===== config.mk =====
export PLATFORM = sky130hd
export DESIGN_NAME = inv_key_schedule
export DESIGN_NICKNAME = d
export VERILOG_FILES = /design/src/rtl/aes_key_pkg.sv /design/src/rtl/aes_sbox.sv /design/src/rtl/inv_key_step.sv /design/src/rtl/inv_key_schedule.sv
export SDC_FILE = /design/constraint.sdc
export NUM_CORES = 1
export LEC_CHECK = 0
export ABC_AREA = 1
export CAP_MARGIN = 20
export CORE_MARGIN = 2
export CORE_UTILIZATION = 36
export CTS_BUF_LIST = sky130_fd_sc_hd__clkbuf_8
export CTS_CLUSTER_DIAMETER = 150
export DETAILED_ROUTE_END_ITERATION = 7
export HOLD_SLACK_MARGIN = 0.15
export PLACE_DENSITY = 0.65
export SLEW_MARGIN = 20
export SYNTH_ARGS = -nofsm -noshare
export SYNTH_HDL_FRONTEND = slang
export SYNTH_HIERARCHICAL = 1
export SYNTH_SLANG_ARGS = --single-unit

===== constraint.sdc =====
create_clock -name clk -period 3.9 [get_ports clk]
set_input_delay 0.78 -clock clk [delete_from_list [all_inputs] [get_ports clk]]
set_output_delay 0.78 -clock clk [all_outputs]
set_load 0.02 [all_outputs]

===== src/rtl/aes_key_pkg.sv =====
// Shared AES-128 key-schedule definitions: round index, Rcon, FSM states and word slices.
// INV_KEY_EQ_INV_CIPHER_EN adds the InvMixColumns column function for the equivalent inverse cipher.
package aes_key_pkg;

  localparam int NR_AES128 = 10;
  localparam int WORD_W    = 32;
  localparam int W0_LSB    = 96;
  localparam int W1_LSB    = 64;
  localparam int W2_LSB    = 32;
  localparam int W3_LSB    = 0;

  typedef logic [3:0] round_t;

  typedef enum logic [1:0] {
    ST_IDLE = 2'd0,
    ST_EMIT = 2'd1,
    ST_FIN  = 2'd2
  } state_t;

  // Rcon for the forward step that produced round r; zero outside 1..10.
  function automatic logic [31:0] rcon_word(input round_t r);
    logic [7:0] rc;
    case (r)
      4'd1:    rc = 8'h01;
      4'd2:    rc = 8'h02;
      4'd3:    rc = 8'h04;
      4'd4:    rc = 8'h08;
      4'd5:    rc = 8'h10;
      4'd6:    rc = 8'h20;
      4'd7:    rc = 8'h40;
      4'd8:    rc = 8'h80;
      4'd9:    rc = 8'h1b;
      4'd10:   rc = 8'h36;
      default: rc = 8'h00;
    endcase
    return {rc, 24'h0};
  endfunction

`ifdef INV_KEY_EQ_INV_CIPHER_EN
  function automatic logic [7:0] xtime(input logic [7:0] b);
    return {b[6:0], 1'b0} ^ (b[7] ? 8'h1b : 8'h00);
  endfunction

  // Byte index 3 is row 0 (bits [31:24]) of the column.
  function automatic logic [31:0] inv_mix_col(input logic [31:0] c);
    logic [3:0][7:0] a, m9, mb, md, me;
    logic [7:0] x2, x4, x8;
    a = c;
    for (int i = 0; i < 4; i++) begin
      x2    = xtime(a[i]);
      x4    = xtime(x2);
      x8    = xtime(x4);
      m9[i] = x8 ^ a[i];
      mb[i] = x8 ^ x2 ^ a[i];
      md[i] = x8 ^ x4 ^ a[i];
      me[i] = x8 ^ x4 ^ x2;
    end
    return {me[3] ^ mb[2] ^ md[1] ^ m9[0],
            m9[3] ^ me[2] ^ mb[1] ^ md[0],
            md[3] ^ m9[2] ^ me[1] ^ mb[0],
            mb[3] ^ md[2] ^ m9[1] ^ me[0]};
  endfunction
`endif

endpackage


===== src/rtl/aes_sbox.sv =====
// Forward AES S-box, one byte, purely combinational table lookup.
module aes_sbox (
  input  logic [7:0] din,
  output logic [7:0] dout
);

  localparam logic [0:2047] SBOX = {
    128'h637c777bf26b6fc53001672bfed7ab76,
    128'hca82c97dfa5947f0add4a2af9ca472c0,
    128'hb7fd9326363ff7cc34a5e5f171d83115,
    128'h04c723c31896059a071280e2eb27b275,
    128'h09832c1a1b6e5aa0523bd6b329e32f84,
    128'h53d100ed20fcb15b6acbbe394a4c58cf,
    128'hd0efaafb434d338545f9027f503c9fa8,
    128'h51a3408f929d38f5bcb6da2110fff3d2,
    128'hcd0c13ec5f974417c4a77e3d645d1973,
    128'h60814fdc222a908846eeb814de5e0bdb,
    128'he0323a0a4906245cc2d3ac629195e479,
    128'he7c8376d8dd54ea96c56f4ea657aae08,
    128'hba78252e1ca6b4c6e8dd741f4bbd8b8a,
    128'h703eb5664803f60e613557b986c11d9e,
    128'he1f8981169d98e949b1e87e9ce5528df,
    128'h8ca1890dbfe6426841992d0fb054bb16
  };

  assign dout = SBOX[{din, 3'b000} +: 8];

endmodule


===== src/rtl/inv_key_step.sv =====
// One inverse AES-128 key-schedule step: round-r key in, round r-1 key out, combinational.
module inv_key_step
  import aes_key_pkg::*;
(
  input  logic [127:0] key_in,
  input  round_t       round,
  output logic [127:0] key_prev
);

  logic [WORD_W-1:0] w0, w1, w2, w3;
  logic [WORD_W-1:0] v0, v1, v2, v3;
  logic [WORD_W-1:0] rot, sub;

  assign w0 = key_in[W0_LSB +: WORD_W];
  assign w1 = key_in[W1_LSB +: WORD_W];
  assign w2 = key_in[W2_LSB +: WORD_W];
  assign w3 = key_in[W3_LSB +: WORD_W];

  assign v3 = w3 ^ w2;
  assign v2 = w2 ^ w1;
  assign v1 = w1 ^ w0;

  // v3 is the recovered old w3, which fed SubWord(RotWord()) in the forward step.
  assign rot = {v3[23:0], v3[31:24]};

  for (genvar i = 0; i < 4; i++) begin : g_sbox
    aes_sbox u_sbox (
      .din  (rot[i*8 +: 8]),
      .dout (sub[i*8 +: 8])
    );
  end

  assign v0 = w0 ^ sub ^ rcon_word(round);

  assign key_prev = {v0, v1, v2, v3};

endmodule


===== src/rtl/inv_key_schedule.sv =====
// Iterative AES-128 inverse key schedule: emits round keys NR..0, first key 1 cycle after start, one per key_valid&key_ready.
// Stalls hold key_out/key_round; INV_KEY_EQ_INV_CIPHER_EN emits InvMixColumns'd keys for rounds NR-1..1.
module inv_key_schedule
  import aes_key_pkg::*;
#(
  parameter int NR = NR_AES128
) (
  input  logic         clk,
  input  logic         rst_n,
  input  logic         start,
  input  logic [127:0] last_key,
  output logic [127:0] key_out,
  output logic [3:0]   key_round,
  output logic         key_valid,
  input  logic         key_ready,
  output logic         busy,
  output logic         done
);

  state_t       state_q, state_d;
  logic [127:0] raw_q, raw_d;
  round_t       round_q, round_d;
  logic         vld_q, vld_d;
  logic         busy_q, busy_d;
  logic         done_q, done_d;
  logic [127:0] prev_key;
  logic         hs;

  inv_key_step u_step (
    .key_in   (raw_q),
    .round    (round_q),
    .key_prev (prev_key)
  );

  assign hs = vld_q & key_ready;

  always_ff @(posedge clk) begin
    if (!rst_n) begin
      state_q <= ST_IDLE;
      raw_q   <= '0;
      round_q <= '0;
      vld_q   <= 1'b0;
      busy_q  <= 1'b0;
      done_q  <= 1'b0;
    end else begin
      state_q <= state_d;
      raw_q   <= raw_d;
      round_q <= round_d;
      vld_q   <= vld_d;
      busy_q  <= busy_d;
      done_q  <= done_d;
    end
  end

  always_comb begin
    state_d = state_q;
    raw_d   = raw_q;
    round_d = round_q;
    vld_d   = vld_q;
    busy_d  = busy_q;
    done_d  = 1'b0;
    case (state_q)
      ST_IDLE: begin
        if (start) begin
          raw_d   = last_key;
          round_d = round_t'(NR);
          vld_d   = 1'b1;
          busy_d  = 1'b1;
          state_d = ST_EMIT;
        end
      end
      ST_EMIT: begin
        if (hs) begin
          if (round_q != '0) begin
            raw_d   = prev_key;
            round_d = round_q - 4'd1;
          end else begin
            vld_d   = 1'b0;
            busy_d  = 1'b0;
            done_d  = 1'b1;
            state_d = ST_FIN;
          end
        end
      end
      ST_FIN: begin
        state_d = ST_IDLE;
      end
      default: begin
        state_d = ST_IDLE;
        vld_d   = 1'b0;
        busy_d  = 1'b0;
      end
    endcase
  end

`ifdef INV_KEY_EQ_INV_CIPHER_EN
  logic mix_sel;
  assign mix_sel = (round_q != '0) && (round_q != round_t'(NR));
  assign key_out = mix_sel ? {inv_mix_col(raw_q[W0_LSB +: WORD_W]),
                              inv_mix_col(raw_q[W1_LSB +: WORD_W]),
                              inv_mix_col(raw_q[W2_LSB +: WORD_W]),
                              inv_mix_col(raw_q[W3_LSB +: WORD_W])} : raw_q;
`else
  assign key_out = raw_q;
`endif

  assign key_round = round_q;
  assign key_valid = vld_q;
  assign busy      = busy_q;
  assign done      = done_q;

endmodule

After elaboration in Yosys (flattened, before gate mapping). Memories as Yosys holds them, arrays and structs flattened. A register that Yosys moved wholly into a read port is not among the register bits. Cells that the tools add are included.

Register bits after elaboration: 136. Bits of input ports: 132. Logic and storage cells: 54. Memories kept: 1. Latch bits: 0. Bits in read-only memories: 128. RAM bits: 0. Output and inout port bits: 135.

Memories: (no name shown) (depth 16, width 8, rd ports 1, clocked after memory_dff 1, write ports 0, RTL line aes_key_pkg.sv:23) `case (r)`.

Magnitude comparators: 0. $mul: 0. Muxes and demuxes: 19. Bitwise gates (word level): 11. Divide/modulo/power cells: 0. Eq/ne operators: 6. Reduce and logical (&&, ||, !) cells: 7. Shift operators: 4. $add $sub $neg: 1.

Operators with widths (number): 2048-bit by 12-bit variable part select with 2049-bit output (first input constant) (4); 128-bit two-way mux (3); 128-bit case mux with 2 select lines (1); 32-bit XOR (5); 11-bit inverter with 12-bit output (4); 4-bit two-way mux (5); 2-bit != test (second input constant) (4); 4-bit case mux with 2 select lines (1); 4-bit AND reduction (2); 2-bit two-way mux (3); 3-bit AND reduction (2); 1-bit two-way mux (4); 2-bit case mux with 2 select lines (1); 4-bit nonzero test (1); 4-bit by 1-bit subtractor with 4-bit output (second input constant) (1); 1-bit case mux with 3 select lines (1); 2-bit by 1-bit equality test with 1-bit output (second input constant) (1); 2-bit equality test (second input constant) (1); 2-bit zero test (1); 2-bit nonzero test (1); 1-bit bitwise AND (1); 1-bit inverter (1).

Depth between registers and ports, before layout. Gate-level depths: netlist of run 1.

Depth after elaboration: 8. Mapped depth: 28. Depth with buffers taken out: 27.

Modules after synthesis. Netlist of run 1, hierarchy kept.

Modules (own cells, without submodules): aes_sbox (area an instance 2996.6 um^2, cells an instance 646, times used 4); inv_key_schedule (area an instance 7195.7 um^2, cells an instance 1290, times used 1); inv_key_step (area an instance 1478.9 um^2, cells an instance 214, times used 1).

Worst setup path after synthesis of run 1. No wires, ideal clock.

Path kind: register to register. From: register raw_q[49], in the netlist key_out[49]. To: register raw_q[125], in the netlist key_out[125]. Arrival: 3.134 ns. Setup slack: 0.652 ns. Path buffers: 2. Stages on the path, launching flop included: 28. Data required time: 3.787 ns. Clock period less this slack: 3.248 ns. Path through: dfxtp_1 -> xor2_1 -> buf_2 -> inv_1 -> ha_1 -> inv_2 -> nand2_1 -> buf_4 -> nand2_1 -> nand2_1 -> a21oi_1 -> nor2_1 -> nor2_1 -> nand2_1 -> nand3_1 -> nand2_1 -> inv_1 -> nand2_1 -> nand2_1 -> inv_1 -> nand2_1 -> nand2_1 -> nand2_1 -> nand2_1 -> inv_1 -> nand2_1 -> nand2_1 -> nor2_1.

Cells in the longest elaborated chain, start to end: 8.

Ends and longest elaborated chain: from (decl) (RTL line inv_key_schedule.sv:21) `logic [127:0] raw_q, raw_d;`; from (signal assigned) (RTL line inv_key_schedule.sv:47) `raw_q <= raw_d;`; 32-bit XOR (RTL line inv_key_step.sv:19) `assign v3 = w3 ^ w2;`; net prev_key[17] (RTL line inv_key_schedule.sv:26) `logic [127:0] prev_key;`; 11-bit inverter with 12-bit output (implied by the code) (RTL line aes_sbox.sv:26) `assign dout = SBOX[{din, 3'b000} +: 8];`; 2048-bit by 12-bit variable part select with 2049-bit output (RTL line aes_sbox.sv:26); net u_step.sub[29] (RTL line inv_key_step.sv:12) `logic [WORD_W-1:0] rot, sub;`; 32-bit XOR (2 in a row) (RTL line inv_key_step.sv:33) `assign v0 = w0 ^ sub ^ rcon_word(round);`; net prev_key[125] (RTL line inv_key_schedule.sv:26); 128-bit two-way mux (RTL line inv_key_schedule.sv:74) `if (round_q != '0) begin`; 128-bit two-way mux (RTL line inv_key_schedule.sv:73) `if (hs) begin`; 128-bit case mux with 2 select lines (RTL line inv_key_schedule.sv:62) `case (state_q)`.

The timed path passes the listed nets, and every way through them passes these cells. The select of a mux whose other input is x is not followed. A chain may end at the register's enable or synchronous reset.

Worst setup path after layout of run 1.
From: register raw_q[41], in the netlist key_out[41]. To: register raw_q[119], in the netlist key_out[119].

Same word-level chain as after synthesis.

==> run summary, run 1 <==
* **slowest CP cell** sky130_fd_sc_hd__ha_1
* **Hold WS** 0.5141 ns
* **number of vias after detailed routing** 27760
* **maximum achievable frequency** 0.3027 GHz
* **status** finished, final reports clean
* **classification of the worst setup path** flop to flop
* **htree depth** 4
* **leading register cell type out of synthesis** sky130_fd_sc_hd__dfxtp_1
* **chip width** 243.6 um
* **Congestion Overflow GR** 0
* **pin count of the biggest net entering global routing** 133
* **Worst EP required** 4.42 ns
* **top area cells in the synthesized netlist** sky130_fd_sc_hd__nand2_1 (30%), sky130_fd_sc_hd__nand3_1 (22%), sky130_fd_sc_hd__dfxtp_1 (13%), sky130_fd_sc_hd__nor2_1 (7.2%), sky130_fd_sc_hd__xor2_1 (5.2%)
* **Routed Antenna Nets** 0
* **startpoint of the worst setup timing path** key_out[41]
* **Worst R2R Setup Slack** 0.60 ns
* **Final Critical Period** 3.303 ns
* **gpl congestion** 1.057
* **fraction of synthesis flops using an asynchronous set or reset pin** 0
* **number of buffers added by the clock tree synthesis step** 17
* **synthesized cell area** 20660 sq um
* **Worst EP arrival** 3.82 ns
* **power density of the placed cells** 915.7 nW/um^2
* **Yosys warning total** 6
* **cell-by-cell trace of the critical path** xor2_1 -> buf_4 -> ha_1 -> inv_1 -> nand2_1 -> nand2_1 -> nand3b_1 -> nand2_1 -> nand3_1 -> nand3_1 -> nand2_1 -> xor2_1 -> nand2_1 -> nand2_1 -> inv_1 -> nand2_1 -> nand2_1 -> nor2_1
* **critical path endpoint category** flop
* **met3 wire length** 10490 um
* **detailed-placement wirelength estimate** 70420 um
* **CP peak stage delay** 0.44 ns
* **category of cells accounting for the largest share of critical-path delay** simple AND/OR/NAND/NOR gates
* **final cell area excluding filler cells** 24260 sq um
* **Overall Global Routing Usage** 0.3249
* **floorplan die height** 243.6 um
* **routed wire length on met2** 42120 um
* **number of global-route vias before repair** 25330
* **ratio of routed vias to standard cells** 5.600
* **source of the worst register-to-register timing path** key_out[41]
* **post-route setup TNS** 0 ns
* **cell type with the largest total area after synthesis** sky130_fd_sc_hd__nand2_1
* **count of cell types in the netlist** 27
* **DRC violations left** 0
* **area share of the largest cell type after synthesis** 0.2978
* **Total Die Area** 59320 sq um
* **wire per inst** 20.13 um
* **number of buffer cells added on primary ports** 266
* **number of violations reported at the end of detailed-routing iteration 0** 4178
* **fraction of final layout cells sized beyond drive strength 1** 0.04642
* **final setup violating endpoints** 0
* **number of antenna violations at the first check in global routing** 2
* **CTS Hold Bufs** 0
* **fraction of the yosys area taken by sequential cells** 0.1318
* **reg2reg end** key_out[119]
* **top-level port count** 267
* **syn_nets** 4286
* **leakage component of the power** 0.01292 uW
* **Std-Cell Core Area** 56600 sq um
* **part of the cycle the worst path needs** 0.8470
* **Mapped Avg Cell Area** 5.054 sq um
* **length of the first detailed-routing pass in iterations** 6
* **class of the tightest hold or removal check** flop to flop
* **CP bufs+invs** 3
* **clock insertion delay at the later pin of the skew report** 0.59 ns
* **CTS Buffer Depth** 2
* **post-detailed-routing wire length** 99780 um
* **highest routed metal layer** met5
* **Final Net Count** 4386
* **Clock Skew** 0.02380 ns
* **TritonCTS clock tree** yes
* **final max-slew violation count** 0
* **max-cap check violation count** 0
* **global-route wire length before repair** 151600 um
* **setup repair after global routing missed its margin** false
* **clock tree root driver cell** sky130_fd_sc_hd__clkbuf_8
* **layout-stage area growth over the synthesis result** 17.44%
* **Setup crit start kind** flop
* **number of endpoints with negative hold slack in the final report** 0
* **most prevalent standard cell on the critical path** sky130_fd_sc_hd__nand2_1
* **TritonCTS Sinks** 136
* **worst hold path depth** 2
* **terminating pin of the worst hold path** key_out[7]
* **post-CTS setup-driven buffer insertion count** 0
* **Routed met1 length** 41250 um
* **Core Rows** 87
* **Clock transition at path regs** 0.11 ns
* **headroom to the max-slew limit** 0.4600
* **number of storage elements in the synthesis netlist** 136
* **post-CTS sizing** 0
* **count of mapped cells out of synthesis** 4088
* **Placement Cell Area** 23910 sq um
* **startpoint of the tightest hold check path** key_out[7]
* **starting density of the core** 0.3650
* **Max FO, Critical Path** 16
* **Worst-Margin Slew** 0.8099 ns
* **worst reg-to-reg path cell count** 18
* **peak supply drop** 409.7 uV
* **number of synthesized flops with an enable pin** 0
## synthesized netlist by cell type, types with 13 or more instances
library cell	number
sky130_fd_sc_hd__o21ai_0	51
sky130_fd_sc_hd__inv_2	27
sky130_fd_sc_hd__inv_1	274
sky130_fd_sc_hd__buf_2	124
sky130_fd_sc_hd__clkbuf_1	88
sky130_fd_sc_hd__a21oi_1	104
sky130_fd_sc_hd__nand4_1	20
sky130_fd_sc_hd__buf_1	15
sky130_fd_sc_hd__buf_4	29
sky130_fd_sc_hd__nand3_1	918
sky130_fd_sc_hd__dfxtp_1	136
sky130_fd_sc_hd__nand2_2	21
sky130_fd_sc_hd__ha_1	66
sky130_fd_sc_hd__nor2_1	397
sky130_fd_sc_hd__xor2_1	123
sky130_fd_sc_hd__nand2_1	1639
sky130_fd_sc_hd__nor2_2	13
## cells by family after synthesis
kind of cell / synth area share
flops: 0.1318
compound gates: 0.04045
fa+ha+maj: 0.03997
buf+inv: 0.1203
xor+xnor: 0.05341
simple gates: 0.6141
## layout by cell type, fill, tap and decap left out, types with 4 or more instances in the layout
cell type                         instances
sky130_fd_sc_hd__nand2_1               1638
sky130_fd_sc_hd__nand3_1                918
sky130_fd_sc_hd__nor2_1                 397
sky130_fd_sc_hd__inv_1                  274
sky130_fd_sc_hd__clkdlybuf4s50_1        265
sky130_fd_sc_hd__dfxtp_1                136
sky130_fd_sc_hd__xor2_1                 107
sky130_fd_sc_hd__a21oi_1                104
sky130_fd_sc_hd__buf_4                   71
sky130_fd_sc_hd__ha_1                    66
sky130_fd_sc_hd__o21ai_0                 51
sky130_fd_sc_hd__inv_2                   27
sky130_fd_sc_hd__nand2_2                 21
sky130_fd_sc_hd__nand4_1                 20
sky130_fd_sc_hd__clkbuf_8                18
sky130_fd_sc_hd__nor2_2                  12
sky130_fd_sc_hd__xor2_4                  11
sky130_fd_sc_hd__buf_12                   9
sky130_fd_sc_hd__o211ai_1                 8
sky130_fd_sc_hd__nand3b_1                 8
sky130_fd_sc_hd__clkinvlp_4               6
sky130_fd_sc_hd__xor2_2                   5
sky130_fd_sc_hd__inv_6                    4
sky130_fd_sc_hd__clkinv_2                 4
sky130_fd_sc_hd__inv_4                    4
sky130_fd_sc_hd__clkinv_1                 4
sky130_fd_sc_hd__or2_1                    4
## cell type report
| cell class | count | area, sq um |
|---|---|---|
| Clock inverter | 14 | 100.1 |
| Clock buffer | 18 | 247.7 |
| Inverter | 309 | 1170 |
| Fill cell | 6400 | 32340 |
| Antenna cell | 1 | 2.502 |
| Timing Repair Buffer | 345 | 3366 |
| Sequential cell | 136 | 2723 |
| Tap cell | 756 | 945.9 |
| Multi-Input combinational cell | 3379 | 15710 |
## routing by layer
layer	track usage	up-vias
li1	-	13140
met1	0.4326	12370
met2	0.4855	1877
met3	0.06852	377
met4	0.1827	2
met5	0	-
## worst max path at each step
stage                        end  slack [ns]  depth (start not counted)
CTS                 key_out[122]        0.69                         27
floorplan           key_out[125]        0.65                         27
global placement    key_out[119]        0.67                         18
detailed placement  key_out[122]        0.73                         27
global route        key_out[106]        0.30                         22
finish              key_out[119]        0.60                         18
## where the power goes
group	internal (uW)	switching, uW	leakage (uW)
combinational	5690	13100	0.0116
clock	456	764	0.000164
sequential	1700	527	0.00113
## state kept, by name, indices dropped and copies added, names as in the netlist
name and count:
state_q 2, busy 1, key_round 4, done 1, key_out 128
## tightest hold or removal path: stages (launching register included)
cell                      delay [ns]
sky130_fd_sc_hd__dfxtp_1        0.34
sky130_fd_sc_hd__nor2_1         0.10
sky130_fd_sc_hd__nor2_1         0.05
## through the flow
stage	utilization	cells	total power [uW]	setup WS, ns
CTS	0.4286	4957	21520	0.6932
detailed placement	0.4225	4925	20200	0.7262
global placement	0.4225	4925	20530	0.6708
floorplan	-	4088	14580	0.6524
global route	0.4287	4958	23840	0.2979
finish	0.4287	4958	22220	0.5968
Note: power is estimated with default switching activity, not from simulation.
==> run 2, diff against run 1 <==
PLACE_DENSITY = 0.67   (was 0.65)
clock period = 2.7 ns   (was 3.9 ns; I/O delays follow)
==> run 2 against run 1 <==
The flow now finishes with violations (DRC, setup timing). Cell count is 8.2% higher. Setup slack worse by 0.64 ns. Global-route usage rose by 2.8 points. Count of clock-buffer cells in the layout is 1 higher.
==> run summary, run 2 (same netlist as run 1, synthesis figures left out) <==
* **post-route setup TNS** -0.1273 ns
* **post-detailed-routing wire length** 110000 um
* **classification of the worst setup path** flop to flop
* **clock tree root driver cell** sky130_fd_sc_hd__clkbuf_8
* **Std-Cell Core Area** 56600 sq um
* **starting density of the core** 0.3650
* **core utilization of the finished layout** 0.5303
* **Core Rows** 87
* **max-cap check violation count** 0
* **setup ws final** -0.03966 ns
* **Multi-input gate area** 17280 sq um
* **Overall Global Routing Usage** 0.3531
* **ratio of routed vias to standard cells** 5.541
* **clock insertion delay at the later pin of the skew report** 0.59 ns
* **failing checks** DRC, setup timing
* **Routed Antenna Nets** 0
* **Max FO, Critical Path** 11
* **TritonCTS clock tree** yes
* **number of endpoints with negative hold slack in the final report** 0
* **number of buffer cells added on primary ports** 266
* **peak supply drop** 563.0 uV
* **power density of the placed cells** 1351 nW/um^2
* **sequential standard cell area** 2805 sq um
* **Worst EP required** 3.22 ns
* **Worst-Margin Slew** 0.7845 ns
* **CTS Buffer Depth** 2
* **CTS Hold Bufs** 0
* **Clock transition at path regs** 0.12 ns
* **layout-stage area growth over the synthesis result** 45.30%
* **status** complete, but fails checks
* **sequential fraction of design power** 0.080
* **maximum achievable frequency** 0.3650 GHz
* **TritonCTS Sinks** 136
* **htree depth** 4
* **pin count of the biggest net entering global routing** 102
* **detailed-placement wirelength estimate** 81130 um
* **top-level port count** 267
* **number of global-route vias before repair** 26930
* **Congestion Overflow GR** 0
* **Worst EP arrival** 3.26 ns
* **max reg flops** 128
* **FILL cells** 5945
* **Total Die Area** 59320 sq um
* **sw power** 23720 uW
* **chip width** 243.6 um
* **share of power burned in combinational logic** 0.867
* **clock network power share** 0.053
* **startpoint of the tightest hold check path** rst_n
* **switching part of the total** 0.5850
* **Final Net Count** 4796
* **wire per inst** 20.50 um
* **critical path endpoint category** flop
* **Setup crit start kind** flop
* **leakage component of the power** 0.01565 uW
* **headroom to the max-slew limit** 0.4764
* **source of the worst register-to-register timing path** key_out[18]
* **final max-slew violation count** 0
* **number of antenna violations at the first check in global routing** 1
* **most used cells in the layout excluding fill and tap cells** sky130_fd_sc_hd__nand2_1 (1526), sky130_fd_sc_hd__nand3_1 (827), sky130_fd_sc_hd__buf_4 (387), sky130_fd_sc_hd__nor2_1 (375), sky130_fd_sc_hd__clkdlybuf4s50_1 (265)
* **Hold WS** 0.3372 ns
* **class of the tightest hold or removal check** primary input to flop
* **number of buffers added by the clock tree synthesis step** 17
* **Final Critical Period** 2.740 ns
* **gpl congestion** 1.084
* **floorplan die height** 243.6 um
* **number of vias after detailed routing** 29740
* **Clock Skew** 0.02371 ns
* **n_diodes** 0
* **DRC violations left** 2
* **fraction of final layout cells sized beyond drive strength 1** 0.2015
* **final setup violating endpoints** 6
* **part of the cycle the worst path needs** 1.015
* **global-route wire length before repair** 163200 um
* **number of violations reported at the end of detailed-routing iteration 0** 3839
* **setup repair after global routing missed its margin** true
* **startpoint of the worst setup timing path** key_out[18]
* **Placement Cell Area** 27360 sq um
* **most common cell after layout, fill and taps aside** sky130_fd_sc_hd__nand2_1
* **length of the first detailed-routing pass in iterations** 8
* **final cell area excluding filler cells** 30020 sq um
* **Internal Dissipation** 16830 uW
[run 2: changes by cell type in the layout (fill, tap and decap cells not counted), moves of 27 or more]
cell and delta:
sky130_fd_sc_hd__buf_12 +50, sky130_fd_sc_hd__buf_4 +316, sky130_fd_sc_hd__buf_6 +27, sky130_fd_sc_hd__dfxtp_1 -30
sky130_fd_sc_hd__ha_1 -29, sky130_fd_sc_hd__nand2_1 -112, sky130_fd_sc_hd__nand2_2 +71, sky130_fd_sc_hd__nand2_4 +35
sky130_fd_sc_hd__nand3_1 -91, sky130_fd_sc_hd__nand3_2 +90
[run 2: final timing paths]
check	end	depth (start not counted)	slack (ns)
max reg2reg	key_out[125]	24	-0.04
min reg2reg	key_out[6]	2	0.52
min	key_out[44]	3	0.34
max	key_out[125]	24	-0.04
[run 2: area by class of cell]
type,count,area share
Clock buffer,19,0.008711
Multi-Input combinational cell,3379,0.5758
Tap cell,756,0.03151
Inverter,309,0.04068
Timing Repair inverter,2,0.0005835
Timing Repair Buffer,753,0.2431
Clock inverter,13,0.006210
Sequential cell,136,0.09344
[run 2: per-stage QoR]
stage               cells  total power (uW)  setup WS (ns)
finish               5367             40540       -0.03966
global route         5367             43100        -0.3019
CTS                  5317             36420      -0.001707
detailed placement   5280             33770        -0.1507
global placement     5280             34260        -0.1541
floorplan            4088             21270       -0.01702
[run 2: timing repair]
item | CTS | global route
hold endpoints to repair | 0 | 0
endpoints found under the setup margin | 23 | 32
setup buffers | 4 | 47
gates cloned | 1 | 6
resized for setup | 48 | 424
pin swaps | 5 | 126
[run 2: layer usage]
layer / wire (um) / global-route usage / vias up
met2: 46760 / 0.5432 / 1959
met1: 45280 / 0.4751 / 13340
met4: 6657 / 0.1804 / 2
met5: 8 / 0 / -
met3: 11290 / 0.05717 / 472
li1: - / - / 13970
[run 2: worst max-delay path, stage by stage (launching register included)]
cell and delay, ns:
sky130_fd_sc_hd__dfxtp_4 0.37, sky130_fd_sc_hd__xor2_4 0.19, sky130_fd_sc_hd__buf_12 0.14, sky130_fd_sc_hd__inv_4 0.05, sky130_fd_sc_hd__buf_4 0.19, sky130_fd_sc_hd__nor2_1 0.10, sky130_fd_sc_hd__nor2_1 0.34, sky130_fd_sc_hd__nand2_1 0.20
sky130_fd_sc_hd__nand3_1 0.13, sky130_fd_sc_hd__nand2_1 0.06, sky130_fd_sc_hd__nand3_1 0.09, sky130_fd_sc_hd__nand3_1 0.08, sky130_fd_sc_hd__nand2_1 0.11, sky130_fd_sc_hd__inv_1 0.04, sky130_fd_sc_hd__nand2_1 0.05, sky130_fd_sc_hd__nand2_1 0.06
sky130_fd_sc_hd__inv_1 0.05, sky130_fd_sc_hd__nand2_1 0.04, sky130_fd_sc_hd__nand2_1 0.05, sky130_fd_sc_hd__nand2_1 0.05, sky130_fd_sc_hd__nand2_1 0.07, sky130_fd_sc_hd__inv_1 0.03, sky130_fd_sc_hd__nand2_1 0.05, sky130_fd_sc_hd__nand2_1 0.05
sky130_fd_sc_hd__nor2_1 0.08
[run 2: power by group through the flow]
| stage | clock network (uW) | registers, uW | logic [uW] |
|---|---|---|---|
| detailed placement | 0 | 3260 | 30500 |
| global route | 2280 | 3320 | 37500 |
| global placement | 0 | 3240 | 31000 |
| floorplan | 0 | 3570 | 17700 |
| CTS | 2230 | 3220 | 31000 |
| finish | 2140 | 3250 | 35200 |
